$ cat config.mk
export PLATFORM = sky130hd
export DESIGN_NAME = seg_scan_disp
export DESIGN_NICKNAME = d
export VERILOG_FILES = /design/src/rtl/seg_disp_pkg.sv /design/src/rtl/bcd_to_seg7.sv /design/src/rtl/seg_scan_disp.sv
export SDC_FILE = /design/constraint.sdc
export NUM_CORES = 1
export LEC_CHECK = 0
export BUFFER_PORTS_ARGS = -buffer_cell sky130_fd_sc_hd__buf_2
export CAP_MARGIN = 0
export CORE_MARGIN = 5
export CORE_UTILIZATION = 48
export DETAILED_ROUTE_END_ITERATION = 8
export PLACE_DENSITY = 0.72
export SYNTH_ARGS = -nofsm -noshare
export SYNTH_HDL_FRONTEND = slang
export SYNTH_SLANG_ARGS = --single-unit
$ cat constraint.sdc
create_clock -name clk_50Mhz -period 2.2 [get_ports clk_50Mhz]
set_input_delay 0.11 -clock clk_50Mhz [delete_from_list [all_inputs] [get_ports clk_50Mhz]]
set_output_delay 0.11 -clock clk_50Mhz [all_outputs]
set_load 0.005 [all_outputs]
$ cat src/rtl/seg_disp_pkg.sv
// Shared constants and types for the six-digit multiplexed seven-segment driver.
package seg_disp_pkg;

  localparam int unsigned NUM_DIGITS = 6;

  typedef logic [2:0] digit_idx_t;

  // Active-high segment patterns, bit order {g,f,e,d,c,b,a}
  localparam logic [6:0] SEG_OFF  = 7'h00;
  localparam logic [6:0] SEG_DASH = 7'h40;
  localparam logic [6:0] SEG_0    = 7'h3F;
  localparam logic [6:0] SEG_1    = 7'h06;
  localparam logic [6:0] SEG_2    = 7'h5B;
  localparam logic [6:0] SEG_3    = 7'h4F;
  localparam logic [6:0] SEG_4    = 7'h66;
  localparam logic [6:0] SEG_5    = 7'h6D;
  localparam logic [6:0] SEG_6    = 7'h7D;
  localparam logic [6:0] SEG_7    = 7'h07;
  localparam logic [6:0] SEG_8    = 7'h7F;
  localparam logic [6:0] SEG_9    = 7'h6F;

  // Decimal points after minutes and seconds: mm.ss.ms
  localparam logic [5:0] DP_MASK = 6'b010100;

endpackage

$ cat src/rtl/bcd_to_seg7.sv
// BCD nibble to active-high seven-segment pattern; non-BCD codes show a dash.
module bcd_to_seg7
  import seg_disp_pkg::*;
(
  input  logic [3:0] bcd,
  output logic [6:0] seg
);

  always_comb begin
    seg = SEG_DASH;
    case (bcd)
      4'd0: seg = SEG_0;
      4'd1: seg = SEG_1;
      4'd2: seg = SEG_2;
      4'd3: seg = SEG_3;
      4'd4: seg = SEG_4;
      4'd5: seg = SEG_5;
      4'd6: seg = SEG_6;
      4'd7: seg = SEG_7;
      4'd8: seg = SEG_8;
      4'd9: seg = SEG_9;
      default: seg = SEG_DASH;
    endcase
  end

endmodule

$ cat src/rtl/seg_scan_disp.sv
// Six-digit multiplexed seven-segment scanner with per-frame snapshot and freeze.
// Define SEG_LZ_BLANK_EN to blank a leading zero in the minute1 digit.
module seg_scan_disp
  import seg_disp_pkg::*;
#(
  parameter int unsigned SCAN_DIV    = 50000,
  parameter int unsigned BLANK       = 16,
  parameter bit          SEG_ACT_LOW = 1'b1,
  parameter bit          DIG_ACT_LOW = 1'b1
) (
  input  logic        clk_50Mhz,
  input  logic        rst,
  input  logic [23:0] dispbuf,
  input  logic        freeze,
  output logic [6:0]  seg,
  output logic        dp,
  output logic [5:0]  dig_sel,
  output logic        frame_done
);

  localparam int unsigned PW = (SCAN_DIV > 1) ? $clog2(SCAN_DIV) : 1;
  localparam digit_idx_t  LAST_IDX = digit_idx_t'(NUM_DIGITS - 1);

  logic [PW-1:0] pcnt;
  digit_idx_t    idx;
  logic [23:0]   snap;

  logic          tick;
  logic          wrap;
  logic          load;
  logic [3:0]    nib;
  logic [6:0]    seg_dec;
  logic [6:0]    seg_act;
  logic          dp_act;
  logic [5:0]    dig_act;
  logic          lz_blank;

  assign tick = (pcnt == PW'(SCAN_DIV - 1));
  assign wrap = tick && (idx == LAST_IDX);
  assign load = wrap && !freeze;

  bcd_to_seg7 u_dec (
    .bcd (nib),
    .seg (seg_dec)
  );

`ifdef SEG_LZ_BLANK_EN
  assign lz_blank = (idx == LAST_IDX) && (snap[23:20] == 4'd0);
`else
  assign lz_blank = 1'b0;
`endif

  always_comb begin
    nib     = snap[{idx, 2'b00} +: 4];
    seg_act = lz_blank ? SEG_OFF : seg_dec;
    dp_act  = !lz_blank && (|(DP_MASK & (6'b000001 << idx)));
    dig_act = (pcnt < PW'(BLANK)) ? 6'b000000 : (6'b000001 << idx);
  end

  always_ff @(posedge clk_50Mhz or negedge rst) begin
    if (!rst) begin
      pcnt       <= '0;
      idx        <= LAST_IDX;
      snap       <= '0;
      seg        <= {7{SEG_ACT_LOW}};
      dp         <= SEG_ACT_LOW;
      dig_sel    <= {6{DIG_ACT_LOW}};
      frame_done <= 1'b0;
    end else begin
      pcnt <= tick ? '0 : pcnt + PW'(1);
      if (tick) begin
        idx <= wrap ? '0 : idx + digit_idx_t'(1);
      end
      if (load) begin
        snap <= dispbuf;
      end
      frame_done <= load;
      // Outputs reflect this cycle's pcnt/idx/snap, one cycle later
      seg     <= seg_act ^ {7{SEG_ACT_LOW}};
      dp      <= dp_act ^ SEG_ACT_LOW;
      dig_sel <= dig_act ^ {6{DIG_ACT_LOW}};
    end
  end

endmodule

==> key figures, run 1 <==
Timing
  – RSZ-0062 raised after global routing: no
  – Clock Skew: 7.38 ps
  – Tcrit/Tclk final: 92.7%
  – Setup TNS: 0 ps
  – Final Hold Fails: 0
  – Min Tclk post-route: 2040 ps
  – Least-Margin Pin Slew: 654 ps
  – Slew headroom: a little under three fifths
  – Final setup viols: 0
  – Post-route setup slack: 161 ps
  – Final Max Slew Viols: 0
  – Fmax: 0.490 GHz

Route
  – Initial DRC Count: 78
  – Routed WL: 5100 um
  – DRC: 0
  – Post-route ant nets: 0
  – Total number of vias: 1873
  – DR pass1 iterations: 4
  – Vias per inst: between 5 and 6
  – Drt wl/cell: approximately 14 um

Clocking
  – H-tree depth: 3
  – CTS sink cnt: 58
  – Clock transition at the registers of the reported paths: 60 ps
  – Clk buf depth: 2
  – Worst skew pair latency: 330 ps
  – TritonCTS clock tree: built
  – Postcts setup bufs: 0
  – CTS Buf Count: 9
  – Clock root cell: clkbuf_8

Worst setup path
  – CP max FO: 24
  – Crit path arrival time: approximately 2300 ps
  – Worst-path cell chain: nor4_2 -> nand2_1 -> nor4_4 -> nand2_8 -> mux2_4
  – Setup crit start kind: flop
  – Critical path class: reg2reg
  – Worst EP required: 2410 ps
  – CP Capture Type: flop
  – Largest stage delay on the critical path: 440 ps
  – Max stage delay cell, worst path: nor4_4

Floorplanning
  – Die Wd: about 86 um
  – Die area: 7400 sq um
  – Top Ports: 42
  – Chip Height: 86 um
  – Initial Util: 49.7%
  – FP Rows: 27
  – Core ar.: 5570 sq um

Power
  – PwrDens: 629 nW/um^2
  – Tot Pwr: around 2200 uW
  – Leak: 0.00174 uW
  – VDD IR max: 0.419 mV

Logic synthesis
  – Synth warnings: 0
  – Mapped Area: 2770 sq um
  – Syn_area_per_cell: 12.5 sq um
  – Yosys top cell area share: 37.9%
  – Top cells by count, synth: dfrtp_1 (42), mux2_4 (20), nor2_1 (17), dfstp_2 (16), mux2i_1 (14)
  – Count leader, synth: dfrtp_1
  – Post-synth ARST share: between 90% and 100%
  – Dominant synthesized flop cell: dfrtp_1
  – Syn Nets: 260
  – Cells after Synth: 221
  – Distinct cells, synth: 34
  – Seq/Total Area, Yosys: between 50% and 60%
  – Number of synthesized flops with an enable pin: 0
  – Post-synth top area cell: dfrtp_1
  – Seq cells post-synth: 58
  – Synth top area cells: dfrtp_1 (38%), dfstp_2 (15%), mux2_4 (11%)

Placement
  – Final Wtd Congestion: ~0.83
  – Detail Placement HPWL: 3560 um
  – IO Port Bufs: 41
  – Placed Cells: 335
  – Worst slack at placement: 73.8 ps

Global routing
  – GR Overflow Total: 0
  – Vias in the first global route: 1889
  – Antenna violations before repair: 0
  – Global-route total usage across every layer: 15.3%
  – First-pass GRT wire length: 8830 um
  – Largest net degree at the start of global routing: 31

Run status
  – Status: completed

Cells and area
  – Area growth syn-to-layout: 26.8%
  – # diodes: 0
  – Post-Route Utilization: ~63%
  – Share of cells above drive strength 1: 37.6%
  – Final non-filler cell total: 370
  – Final net count: 332

Job
  – Max Cap Viol: 0

Hold path
  – Hold/Removal Path Class: in2reg
where the power goes:
group,total (uW),internal [uW],switching [uW]
clock network,1070,660,409
registers,1070,1070,0
logic,73.7,42.3,31.3
through the flow:
stage                     area, sq um  hold WS, ps
after global routing             3520         3.19
after detailed placement         3090          179
after CTS                        3490         3.33
final                            3520         15.5
after global placement           3090          171
after floorplan                  2770         -186
repair_timing:
item	4_1_cts	5_1_grt
resized for setup	0	3
endpoints found under the hold margin	34	1
hold buffers	18	1
endpoints found under the setup margin	0	4
area by class of cell:
type	count	area (sq um)
clock buffer	10	138
tap	72	90.1
fill	440	2060
inverter	10	37.5
timing repair buffer	67	460
multi-input combinational	147	1240
sequential	58	1470
clock inverter	6	80.1
state kept, by name, indices dropped and copies added, names as in the netlist:
register and flops:
dig_sel 6, seg 7, snap 24, dp 1, frame_done 1, pcnt 16, idx 3
critical path, delay by kind of cell (launching register included):
| kind | cells | cell delay, ps |
|---|---|---|
| multiplexers | 1 | 360 |
| flip-flops | 1 | 410 |
| AND/OR/NAND/NOR | 4 | 1140 |
worst paths after layout:
kind / startpoint / to / slack (ps) / cells after the start
setup / recovery: pcnt[7]$_DFF_PN0_ / snap[14]$_DFFE_PN0P_ / 160 / 5
hold / removal: dispbuf[22] / snap[22]$_DFFE_PN0P_ / 20 / 2
setup reg to reg: pcnt[7]$_DFF_PN0_ / snap[14]$_DFFE_PN0P_ / 160 / 5
hold reg to reg: pcnt[0]$_DFF_PN0_ / pcnt[0]$_DFF_PN0_ / 490 / 1
max in group asynchronous: rst / seg[3]$_DFF_PN1_ / 1210 / 3
min in group asynchronous: rst / pcnt[3]$_DFF_PN0_ / 350 / 2
layout by cell type, fill, tap and decap left out, types with 5 or more instances in the layout:
master,instances
nand3_1,11
mux2_2,5
xnor2_1,8
nand2_1,13
inv_1,10
buf_2,41
dfrtp_1,41
dfstp_2,16
clkbuf_8,10
xor2_1,5
mux2i_1,14
dlygate4sd3_1,19
nor3_1,6
a21oi_1,5
nor2_1,17
buf_4,6
ha_1,12
mux2_4,20
cell families after synthesis:
kind of cell               share of synthesized area, %
buffers and inverters                              2.75
AOI/OAI and AO/OA                                  3.25
DFF                                                53.1
muxes                                              18.7
and+or+nand+nor                                    12.7
adders and majority gates                          5.42
xor gates and xnor gates                           4.11
per-layer routing:
metal / part of all wire [%] / GRT usage, % / vias to the layer above
met5: 0 / 0 / -
met4: 2.5 / 8.20 / 0
met3: 5.6 / 3.36 / 12
met2: 45 / 22.5 / 48
met1: 47 / 20.9 / 900
li1: - / - / 913
No activity file was read; power rests on OpenSTA's default activity.
==> inputs of run 2 (changes only) <==
Settings changed: CORE_MARGIN 5 to 1.5.
==> key figures, run 2 (synthesis gave the netlist of run 1 again) <==
Cells and area
  – Regs by FF count: snap: 24 flops, pcnt: 16 flops, seg: 7 flops
  – Leading cell type in the layout, fill and taps excluded: dfrtp_1
  – Largest register FFs: 24
  – Final net count: 315
  – # diodes: 0
  – Post-Route Utilization: between 50% and 60%
  – Area growth syn-to-layout: 18.4%
  – Biggest register: snap
  – Share of cells above drive strength 1: 38.2%
  – Final instance area: roughly 3300 sq um
  – Most frequent cells in the layout: dfrtp_1 (42), buf_2 (41), mux2_4 (20)
  – Filler Cell Count: 467

Worst setup path
  – Largest stage delay on the critical path: 450 ps
  – R2R depth: 5
  – Worst flop-to-flop path startpoint: pcnt[5]$_DFF_PN0_
  – Critical path class: reg2reg
  – Worst-path cell chain: nor4_2 -> nand2_1 -> nor4_4 -> nand2_8 -> mux2_4
  – Worst EP required: 2400 ps
  – Crit path arrival time: 2290 ps
  – Setup crit start kind: flop
  – CP Capture Type: flop
  – Register-to-register setup slack: around 110 ps
  – Max stage delay cell, worst path: dfrtp_1
  – CP max FO: 24
  – Reg-to-reg critical path endpoint: snap[1]$_DFFE_PN0P_

Clocking
  – CTS Buf Count: 9
  – Clock root cell: clkbuf_8
  – Worst skew pair latency: roughly 320 ps
  – Postcts setup bufs: 0
  – Clk buf depth: 2
  – CTS sink cnt: 58
  – Clock transition at the registers of the reported paths: 60 ps
  – H-tree depth: 3
  – TritonCTS clock tree: built

Floorplanning
  – Core ar.: about 5500 sq um
  – Initial Util: 50.0%
  – Die area: 6240 sq um
  – Top Ports: 42
  – Die Wd: roughly 80 um
  – FP Rows: 27
  – Chip Height: slightly below 80 um

Route
  – Initial DRC Count: 128
  – Vias per inst: 5.05
  – DR pass1 iterations: 4
  – DRC: 0
  – Drt wl/cell: 13.8 um
  – Post-route ant nets: 0
  – Routed WL: 4870 um
  – Total number of vias: 1776

Global routing
  – M1 GR Usage: 24.4%
  – M3 GR Usage: 5.06%
  – GRT met2 Usage: 24.0%
  – Global-route total usage across every layer: around 17%
  – Vias in the first global route: 1675
  – First-pass GRT wire length: 8020 um
  – Antenna violations before repair: 0
  – Largest net degree at the start of global routing: 33
  – GR Overflow Total: 0
  – Global route hottest layer: met1

Timing
  – Slew headroom: 58.5%
  – Tcrit/Tclk final: approximately 95%
  – Fmax: approximately 0.48 GHz
  – Least-Margin Pin Slew: 623 ps
  – Clock Skew: ~12 ps
  – Final Max Slew Viols: 0
  – Final Hold Fails: 0
  – Min Tclk post-route: approximately 2100 ps
  – Setup TNS: 0 ps
  – RSZ-0062 raised after global routing: no
  – Final setup viols: 0

Hold path
  – WHS Endpoint: snap[21]$_DFFE_PN0P_
  – Hold/Removal Path Class: in2reg
  – Hold path depth: 2
  – Hold Startpoint: dispbuf[21]

Power
  – Leak: 0.00163 uW
  – VDD IR max: 0.396 mV
  – PwrDens: 585 nW/um^2

Placement
  – Instance area after placement: between 3000 and 4000 sq um
  – Final Wtd Congestion: 0.831
  – Detail Placement HPWL: roughly 3500 um
  – IO Port Bufs: slightly above 40

Run status
  – Status: completed

Job
  – Max Cap Viol: 0
==> run 2: layout make-up <==
class	count	area, sq um	share of cell area (%)
Multi-Input combinational cell	147	1240	37.7
Tap cell	72	90.1	2.74
Sequential cell	58	1470	44.8
Timing Repair Buffer	50	288	8.77
Inverter	10	37.5	1.14
Clock buffer	14	153	4.65
Clock inverter	1	5.00	0.152
==> run 2: power by group <==
group,switching [uW],internal (uW),total [uW]
combinational,27.2,21.6,48.7
clock,370,433,803
sequential,0,1070,1070
total,397,1520,1920
==> run 2: worst max-delay path, delay by kind of cell, from the launching register on <==
| family | cells | cell delay [ps] |
|---|---|---|
| and+or+nand+nor | 4 | 1150 |
| muxes | 1 | 350 |
| DFF | 1 | 450 |
==> run 2: metal layers <==
metal,share of wire [%],up-vias
li1,-,877
met1,48,841
met2,45,53
met3,5.3,5
met4,1.6,0
met5,0,-
==> run 2: how the worst max path moves through the flow <==
stage	startpoint	endpoint	slack (ps)	cells after the start
after floorplan	idx[0]$_DFFE_PN1N_	seg[0]$_DFF_PN1_	60	7
after global placement	idx[0]$_DFFE_PN1N_	seg[3]$_DFF_PN1_	160	6
after detailed placement	pcnt[5]$_DFF_PN0_	snap[3]$_DFFE_PN0P_	120	5
after CTS	pcnt[5]$_DFF_PN0_	snap[1]$_DFFE_PN0P_	120	5
after global routing	pcnt[5]$_DFF_PN0_	snap[12]$_DFFE_PN0P_	10	5
final	pcnt[5]$_DFF_PN0_	snap[1]$_DFFE_PN0P_	110	5
==> run 2: repair_timing <==
| item | 4_1_cts | 5_1_grt |
|---|---|---|
| hold buffers | 1 | 0 |
| gates resized for setup | 0 | 2 |
| endpoints found under the setup margin | 0 | 2 |
| endpoints found under the hold margin | 11 | 0 |
==> run 2: metrics by stage <==
stage	setup slack (ps)	power, uW	cells	hold WS, ps
2_1_floorplan	57.7	1090	221	-186
3_3_place_gp	160	1140	336	146
3_5_place_dp	122	1140	336	168
4_1_cts	117	1940	352	0.230
5_1_grt	10.7	2000	352	1.26
6_report	110	1920	352	10.6
==> inputs of run 3 (changes only) <==
Settings changed: CORE_UTILIZATION 48 to 51, PLACE_DENSITY 0.72 to 0.76.
==> key figures, run 3 (synthesis gave the netlist of run 1 again) <==
Run status
  – Status: completed

Floorplanning
  – Initial Util: a little over half
  – Chip Height: 76.7 um
  – Die Wd: 76.7 um
  – Top Ports: 42
  – Die area: ~6000 sq um
  – Core ar.: 5170 sq um
  – FP Rows: 26

Placement
  – Instance area after placement: 3090 sq um
  – Worst slack at placement: around 67 ps
  – IO Port Bufs: 41
  – Detail Placement HPWL: 3430 um
  – Final Wtd Congestion: 0.810

Route
  – Routed WL: 5240 um
  – Total number of vias: approximately 1900
  – DRC: 0
  – Drt wl/cell: 14.1 um
  – Vias per inst: 5.02
  – Post-route ant nets: 0
  – DR pass1 iterations: 4
  – Initial DRC Count: 66

Clocking
  – CTS Buf Count: 9
  – TritonCTS clock tree: built
  – CTS sink cnt: 58
  – Worst skew pair latency: 340 ps
  – H-tree depth: 3
  – Postcts setup bufs: 0
  – Clk buf depth: 2
  – Clock transition at the registers of the reported paths: ~70 ps
  – Clock root cell: clkbuf_8

Worst setup path
  – Reg-to-reg critical path endpoint: snap[0]$_DFFE_PN0P_
  – Worst-path cell chain: nor4_2 -> nand2_1 -> nor4_4 -> nand2_8 -> mux2_4
  – CP Capture Type: flop
  – CP max FO: 24
  – Max stage delay cell, worst path: nor4_4
  – Setup crit start kind: flop
  – CP startpoint: pcnt[7]$_DFF_PN0_
  – Critical path class: reg2reg
  – Largest stage delay on the critical path: 460 ps
  – Worst EP required: 2420 ps
  – Register-to-register setup slack: 80 ps
  – Worst setup path endpoint: snap[0]$_DFFE_PN0P_
  – Buf/Inv on CP: 0
  – Worst flop-to-flop path startpoint: pcnt[7]$_DFF_PN0_
  – Worst path depth: 5
  – R2R depth: 5
  – Crit path arrival time: 2340 ps
  – CP top delay family: simple AND/OR/NAND/NOR gates

Cells and area
  – Most frequent cells in the layout: dfrtp_1 (42), buf_2 (41), dlygate4sd3_1 (22)
  – Share of cells above drive strength 1: 36.4%
  – Biggest register: snap
  – # diodes: 0
  – Leading cell type in the layout, fill and taps excluded: dfrtp_1
  – Regs by FF count: snap: 24 flops, pcnt: 16 flops, seg: 7 flops
  – Final net count: roughly 340
  – Area growth syn-to-layout: 27.3%
  – Final instance area: 3530 sq um
  – Largest register FFs: 24

Power
  – VDD IR max: 0.411 mV
  – Int Power: 1750 uW
  – Power share of the combinational group: under 10%
  – Clock power share: between 40% and 50%
  – Leak: around 0.0017 uW
  – Sw Pwr: 445 uW
  – PwrDens: 621 nW/um^2
  – Sw frac: 20.3%
  – Share of power burned in registers: 48.7%

Job
  – Max Cap Viol: 0

Timing
  – Post-route setup slack: 84.2 ps
  – Clock Skew: 11.0 ps
  – Tcrit/Tclk final: 96.2%
  – Least-Margin Pin Slew: ~700 ps
  – Final setup viols: 0
  – Fmax: 0.473 GHz
  – Slew headroom: 53.6%
  – Final Max Slew Viols: 0
  – Final Hold Fails: 0
  – Min Tclk post-route: 2120 ps

Hold path
  – Hold path depth: 2
  – Hold/Removal Path Class: in2reg
  – Hold Startpoint: dispbuf[10]

Global routing
  – GR Overflow Total: 0
  – First-pass GRT wire length: between 8000 and 9000 um
  – Antenna violations before repair: 0
  – Global-route total usage across every layer: 19.8%
  – Vias in the first global route: 1875
  – Largest net degree at the start of global routing: 59
## run 3: power by group through the flow
stage	clock, uW	combinational, uW	sequential, uW
2_1_floorplan	0	0.999	1090
3_3_place_gp	0	45.4	1090
3_5_place_dp	0	45.9	1090
4_1_cts	1070	75.4	1070
5_1_grt	1120	83.3	1070
6_report	1050	74.8	1070
## run 3: stage by stage
step	utilization (%)	TNS [ps]	hold slack (ps)	instances	power, uW
after floorplan	-	0	-186	221	1090
after global placement	59.7	0	278	334	1130
after detailed placement	59.7	0	282	334	1130
after CTS	68.0	0	0.696	372	2210
after global routing	68.3	-7.67	0.263	372	2270
final	68.3	0	4.83	372	2190
## run 3: cell type report
type	count	area, sq um
tap	70	87.6
sequential	58	1470
timing repair buffer	71	485
clock inverter	5	78.8
multi-input combinational	147	1240
inverter	10	37.5
clock buffer	11	131
fill	367	1640
## run 3: per-layer routing
metal	GRT usage [%]	wire length, um
met1	24.7	2420
met2	30.9	2500
met3	4.17	157
met4	13.3	166
met5	0	0
## run 3: repair_timing
action / CTS / global route
gates resized for setup: 0 / 2
setup endpoints to repair: 0 / 27
hold endpoints to repair: 63 / 0
hold buffers: 22 / 0
## run 3: worst register-to-register path, cell delays in order, from the launching register on
cell	delay (ps)
dfrtp_1	420
nor4_2	330
nand2_1	170
nor4_4	460
nand2_8	250
mux2_4	380
## run 3: how the worst min path moves through the flow
stage	slack [ps]	to
2_1_floorplan	-190	frame_done$_DFF_PN0_
3_3_place_gp	280	pcnt[3]$_DFF_PN0_
3_5_place_dp	280	pcnt[0]$_DFF_PN0_
4_1_cts	0.7	snap[0]$_DFFE_PN0P_
5_1_grt	0.3	snap[10]$_DFFE_PN0P_
6_report	5	snap[10]$_DFFE_PN0P_
